==> config.mk <==
export PLATFORM = sky130hd
export DESIGN_NAME = seq_pattern_tx
export DESIGN_NICKNAME = d
export VERILOG_FILES = /design/src/rtl/seq_pattern_tx.sv
export SDC_FILE = /design/constraint.sdc
export NUM_CORES = 1
export LEC_CHECK = 0
export CAP_MARGIN = 30
export CORE_ASPECT_RATIO = 1.25
export CORE_MARGIN = 2
export CORE_UTILIZATION = 40
export CTS_CLUSTER_SIZE = 20
export DETAILED_ROUTE_END_ITERATION = 7
export MAX_ROUTING_LAYER = met4
export PLACE_DENSITY = 0.69
export SLEW_MARGIN = 20
export SYNTH_ARGS = -nofsm -noshare
export SYNTH_HDL_FRONTEND = slang
export SYNTH_SLANG_ARGS = --single-unit
==> constraint.sdc <==
create_clock -name clk -period 2.25 [get_ports clk]
set_clock_uncertainty 0.1 [all_clocks]
set_input_delay 0.225 -clock clk [delete_from_list [all_inputs] [get_ports clk]]
set_output_delay 0.225 -clock clk [all_outputs]
set_load 0.1 [all_outputs]
==> src/rtl/seq_pattern_tx.sv <==
// Serial pattern transmitter: sends a captured WIDTH-bit pattern MSB first,
// repeated reps times with gap idle cycles between repetitions.
module seq_pattern_tx #(
   parameter int WIDTH = 4,
   parameter int REPW  = 4
) (
   input  logic             clk,
   input  logic             rst,
   input  logic             start,
   input  logic             abort,
   input  logic [WIDTH-1:0] pattern,
   input  logic [REPW-1:0]  reps,
   input  logic [REPW-1:0]  gap,
   output logic             out,
   output logic             out_valid,
   output logic             busy,
   output logic             done
);

   localparam int IW = (WIDTH > 1) ? $clog2(WIDTH) : 1;
   localparam logic [IW-1:0] MSB_IDX = IW'(WIDTH - 1);

   typedef enum logic [1:0] {
      IDLE = 2'd0,
      SEND = 2'd1,
      GAP  = 2'd2,
      DONE = 2'd3
   } state_t;

   state_t state, state_d;

   logic [WIDTH-1:0] pat_q, pat_d;
   logic [REPW-1:0]  reps_q, reps_d;
   logic [REPW-1:0]  gap_q, gap_d;
   logic [REPW-1:0]  gap_cnt_q, gap_cnt_d;
   logic [IW-1:0]    bit_idx_q, bit_idx_d;
   logic             out_q, out_d;
   logic             valid_q, valid_d;
   logic             busy_q, busy_d;
   logic             done_q, done_d;

   always_comb begin
      state_d   = state;
      pat_d     = pat_q;
      reps_d    = reps_q;
      gap_d     = gap_q;
      gap_cnt_d = gap_cnt_q;
      bit_idx_d = bit_idx_q;
      out_d     = 1'b0;
      valid_d   = 1'b0;
      busy_d    = 1'b0;
      done_d    = 1'b0;

      if (abort) begin
         state_d = IDLE;
      end else begin
         case (state)
            IDLE: begin
               if (start) begin
                  if (reps != '0) begin
                     pat_d     = pattern;
                     reps_d    = reps;
                     gap_d     = gap;
                     bit_idx_d = MSB_IDX;
                     state_d   = SEND;
                     out_d     = pattern[WIDTH-1];
                     valid_d   = 1'b1;
                     busy_d    = 1'b1;
                  end else begin
                     state_d = DONE;
                     done_d  = 1'b1;
                  end
               end
            end

            SEND: begin
               if (bit_idx_q != '0) begin
                  bit_idx_d = bit_idx_q - 1'b1;
                  out_d     = pat_q[bit_idx_d];
                  valid_d   = 1'b1;
                  busy_d    = 1'b1;
               end else begin
                  // LSB is on the wire now: one repetition completes this cycle
                  reps_d = reps_q - 1'b1;
                  if (reps_q == REPW'(1)) begin
                     state_d = DONE;
                     done_d  = 1'b1;
                  end else if (gap_q == '0) begin
                     bit_idx_d = MSB_IDX;
                     out_d     = pat_q[WIDTH-1];
                     valid_d   = 1'b1;
                     busy_d    = 1'b1;
                  end else begin
                     state_d   = GAP;
                     gap_cnt_d = gap_q;
                     busy_d    = 1'b1;
                  end
               end
            end

            GAP: begin
               if (gap_cnt_q == REPW'(1)) begin
                  state_d   = SEND;
                  bit_idx_d = MSB_IDX;
                  out_d     = pat_q[WIDTH-1];
                  valid_d   = 1'b1;
                  busy_d    = 1'b1;
               end else begin
                  gap_cnt_d = gap_cnt_q - 1'b1;
                  busy_d    = 1'b1;
               end
            end

            default: begin
               state_d = IDLE;
            end
         endcase
      end
   end

   always_ff @(posedge clk or posedge rst) begin
      if (rst) begin
         state     <= IDLE;
         pat_q     <= '0;
         reps_q    <= '0;
         gap_q     <= '0;
         gap_cnt_q <= '0;
         bit_idx_q <= '0;
         out_q     <= 1'b0;
         valid_q   <= 1'b0;
         busy_q    <= 1'b0;
         done_q    <= 1'b0;
      end else begin
         state     <= state_d;
         pat_q     <= pat_d;
         reps_q    <= reps_d;
         gap_q     <= gap_d;
         gap_cnt_q <= gap_cnt_d;
         bit_idx_q <= bit_idx_d;
         out_q     <= out_d;
         valid_q   <= valid_d;
         busy_q    <= busy_d;
         done_q    <= done_d;
      end
   end

   assign out       = out_q;
   assign out_valid = valid_q;
   assign busy      = busy_q;
   assign done      = done_q;

endmodule

==> impl_metrics.py <==
metrics = {
    "run_status": {
        "status": "complete, no violations",
    },
    "floorplan": {
        "start_util_pct": 41.12,
        "io_pins": 20,
        "fp.dieH_um": 70.33,
        "fp.dieArea_um2": 4013,
        "die_w_um": 57.06,
        "core_um2": 3423,
        "rows": 24,
    },
    "logic_synthesis": {
        "yosysTopAreaCellShare_pct": 42.67,
        "yosys-top-cells-area": "dfrtp_1, mux2_2, a21oi_1, ha_1, nor2_1",
        "syn_area_um2": 1408,
        "ys_seq_area_share_pct": 42.67,
        "synthCells": 141,
        "async_flop_share_pct": 100.0,
        "synth.avg_cell_area_um2": 9.983,
        "yosys_warnings": 0,
        "synth_edf_count": 0,
        "synth_flop_cell": "dfrtp_1",
        "syn_nets": 162,
        "synth_top_area_cell": "dfrtp_1",
        "yosysUniqueCellTypes": 45,
        "synth_seq_cells": 24,
    },
    "placement": {
        "dp_worst_setup_slack_ns": 0.1687,
        "hpwl_um": 2341,
        "gp_congestion": 0.8900,
        "placed_cells": 196,
        "port_buffers": 19,
        "dpl-instance-area_um2": 1635,
    },
    "cts": {
        "cts_htree_levels": 1,
        "cts-root-buf": "clkbuf_8",
        "cts_buffer_depth": 2,
        "cts_tree": "built",
        "path_clk_slew_ns": 0.08,
        "cts_resized": 0,
        "postCtsHoldBufs": 0,
        "postCtsSetupBuffers": 0,
        "cts_sinks": 24,
        "cts_buffers": 3,
        "clock_latency_ns": 0.26,
    },
    "critical_path": {
        "critPathLaunchType": "register",
        "worstSetupPathType": "reg -> reg",
        "worstSetupEndpointType": "register",
        "worstPathRequired_ns": 2.33,
        "crit_arrival_ns": 1.98,
        "crit_path_max_fanout": 18,
    },
    "final_layout": {
        "area_delta_synth_final_pct": 19.11,
        "fin_util_pct": 48.98,
        "nets": 183,
        "final_area_um2": 1677,
        "drive_gt1_share_pct": 16.25,
        "fin_cells": 199,
        "seq_area_um2": 600.6,
        "multi_input_area_um2": 742.0,
        "diodes": 0,
        "nFillCells": 338,
    },
    "timing": {
        "setup_slack_ns": 0.3517,
        "setup_viol": 0,
        "min_period_ns": 1.898,
        "max_slew_margin_pct": 60.64,
        "max_freq_ghz": 0.5268,
        "rsz0062_at_grt": "no",
        "hold_viol_final": 0,
        "fin_crit_sh_pct": 84.37,
        "slew_viol_final": 0,
        "worst_pin_slew_ns": 0.5905,
        "fin_setup_tns_ns": 0,
    },
    "power_and_ir_drop": {
        "power_density_nw_per_um2": 1107,
        "leakage_nw": 0.7175,
        "peakVddDrop_mv": 0.6748,
    },
    "grt": {
        "antenna_found_initial": 0,
        "grt-ovfl-total": 0,
        "grt.total_usage_pct": 16.61,
        "grt_max_degree": 25,
        "grt_pass1_vias": 1179,
        "grt_pass1_wl_um": 5161,
    },
    "detailed_routing": {
        "via_count": 1168,
        "drc": 0,
        "dr.pass1.iters": 4,
        "vias_per_cell": 5.869,
        "wl_um": 3052,
        "antenna_left": 0,
        "wl_per_cell_um": 15.34,
        "drt_iter0_markers": 58,
    },
    "run": {
        "cap_viol_max_count": 0,
    },
    "hold_path": {
        "hp-class": "in -> async",
    },
}
==> routing by layer <==
metal | up-vias | track usage (%) | routed length, µm
met5 | - | - | 0
met1 | 566 | 18.96 | 1250
met2 | 40 | 28.35 | 1601
met4 | 0 | 7.235 | 52
met3 | 7 | 2.593 | 148
li1 | 555 | - | -
==> placed cells by master (no fill, tap or decap), types with 2 or more instances in the layout <==
cell type        synthesis  routed
or4_1                    2       2
o21a_1                   2       2
nor2b_1                  2       2
nand3_1                  2       2
nor4_1                   2       2
dfrtp_1                 24      24
ha_1                     5       5
mux2i_1                  2       2
inv_1                    9       9
clkbuf_8                 0       3
mux2_2                   8       8
nand4_1                  2       2
nor2_1                  11      11
clkdlybuf4s50_1          0      15
buf_4                    0       8
nand2b_1                 3       3
and3_1                   2       2
a22oi_1                  2       2
o21ai_0                  7       7
a31oi_1                  2       2
o22ai_1                  3       3
nor3b_1                  3       3
a21oi_1                 14      14
nand2_1                  5       5
==> power breakdown <==
| group | internal [mW] | switching [mW] | total [mW] |
|---|---|---|---|
| clock network | 0.120 | 0.129 | 0.248 |
| registers | 0.612 | 0.190 | 0.801 |
| logic | 0.358 | 0.448 | 0.806 |
==> state kept, by name (all words and copies together), names as in the netlist <==
register,count
gap_cnt_q,4
gap_q,4
pat_q,4
reps_q,4
bit_idx_q,2
state,2
busy,1
done,1
out,1
out_valid,1
==> path summary, 6_finish.rpt <==
check / start / to / slack [ns] / cells past startpoint
max in group asynchronous: rst / state[1]$_DFFE_PP0P_ / 1.61 / 3
min: rst / pat_q[2]$_DFFE_PP0P_ / 0.20 / 3
min reg2reg: bit_idx_q[1]$_DFFE_PP0P_ / bit_idx_q[1]$_DFFE_PP0P_ / 0.40 / 1
min in group clk: bit_idx_q[1]$_DFFE_PP0P_ / bit_idx_q[1]$_DFFE_PP0P_ / 0.40 / 1
max reg2reg: state[0]$_DFFE_PP0P_ / gap_cnt_q[2]$_DFFE_PP0P_ / 0.35 / 4
max: state[0]$_DFFE_PP0P_ / gap_cnt_q[2]$_DFFE_PP0P_ / 0.35 / 4
==> area by class of cell <==
type	instances	share of cell area, %
flip-flops and latches	24	35.82
repair buffers	23	12.54
inverters	9	2.015
well taps	39	2.910
clock buffers	3	2.463
multi-input cells	101	44.25
==> critical path, cell delays in order (launching register included) <==
cell,delay [ns]
dfrtp_1,0.72
nor2b_1,0.33
nand4_1,0.19
a21o_1,0.27
o22ai_1,0.20
==> synthesized netlist by cell type, drive strengths merged, types with 2 or more instances <==
cell,n
nand3,2
nor3,2
mux2i,2
nand4,2
or3b,2
o21a,2
nor4,2
a21oi,14
nor2b,2
clkbuf,3
or4,3
nor4b,2
nand2,6
nor2,11
buf,4
inv,9
a32oi,2
nand2b,3
nor3b,3
a22oi,2
and3,2
ha,5
o21ai,8
mux2,8
o22ai,3
dfrtp,24
a31oi,2
==> per-stage QoR <==
| stage | power (mW) | hold slack [ns] |
|---|---|---|
| finish | 1.856 | 0.2034 |
| global route | 2.007 | 0.2382 |
| CTS | 1.870 | 0.2197 |
| detailed placement | 1.617 | 0.3829 |
| global placement | 1.579 | 0.3739 |
| floorplan | 1.409 | 0.1396 |
==> cells by family after synthesis <==
family          share of synthesized area, %
buf+inv                                4.622
simple gates                           20.44
flops                                  42.67
compound gates                         18.40
mux                                    9.422
fa+ha+maj                              4.444
No activity file was read; power rests on OpenSTA's default activity.
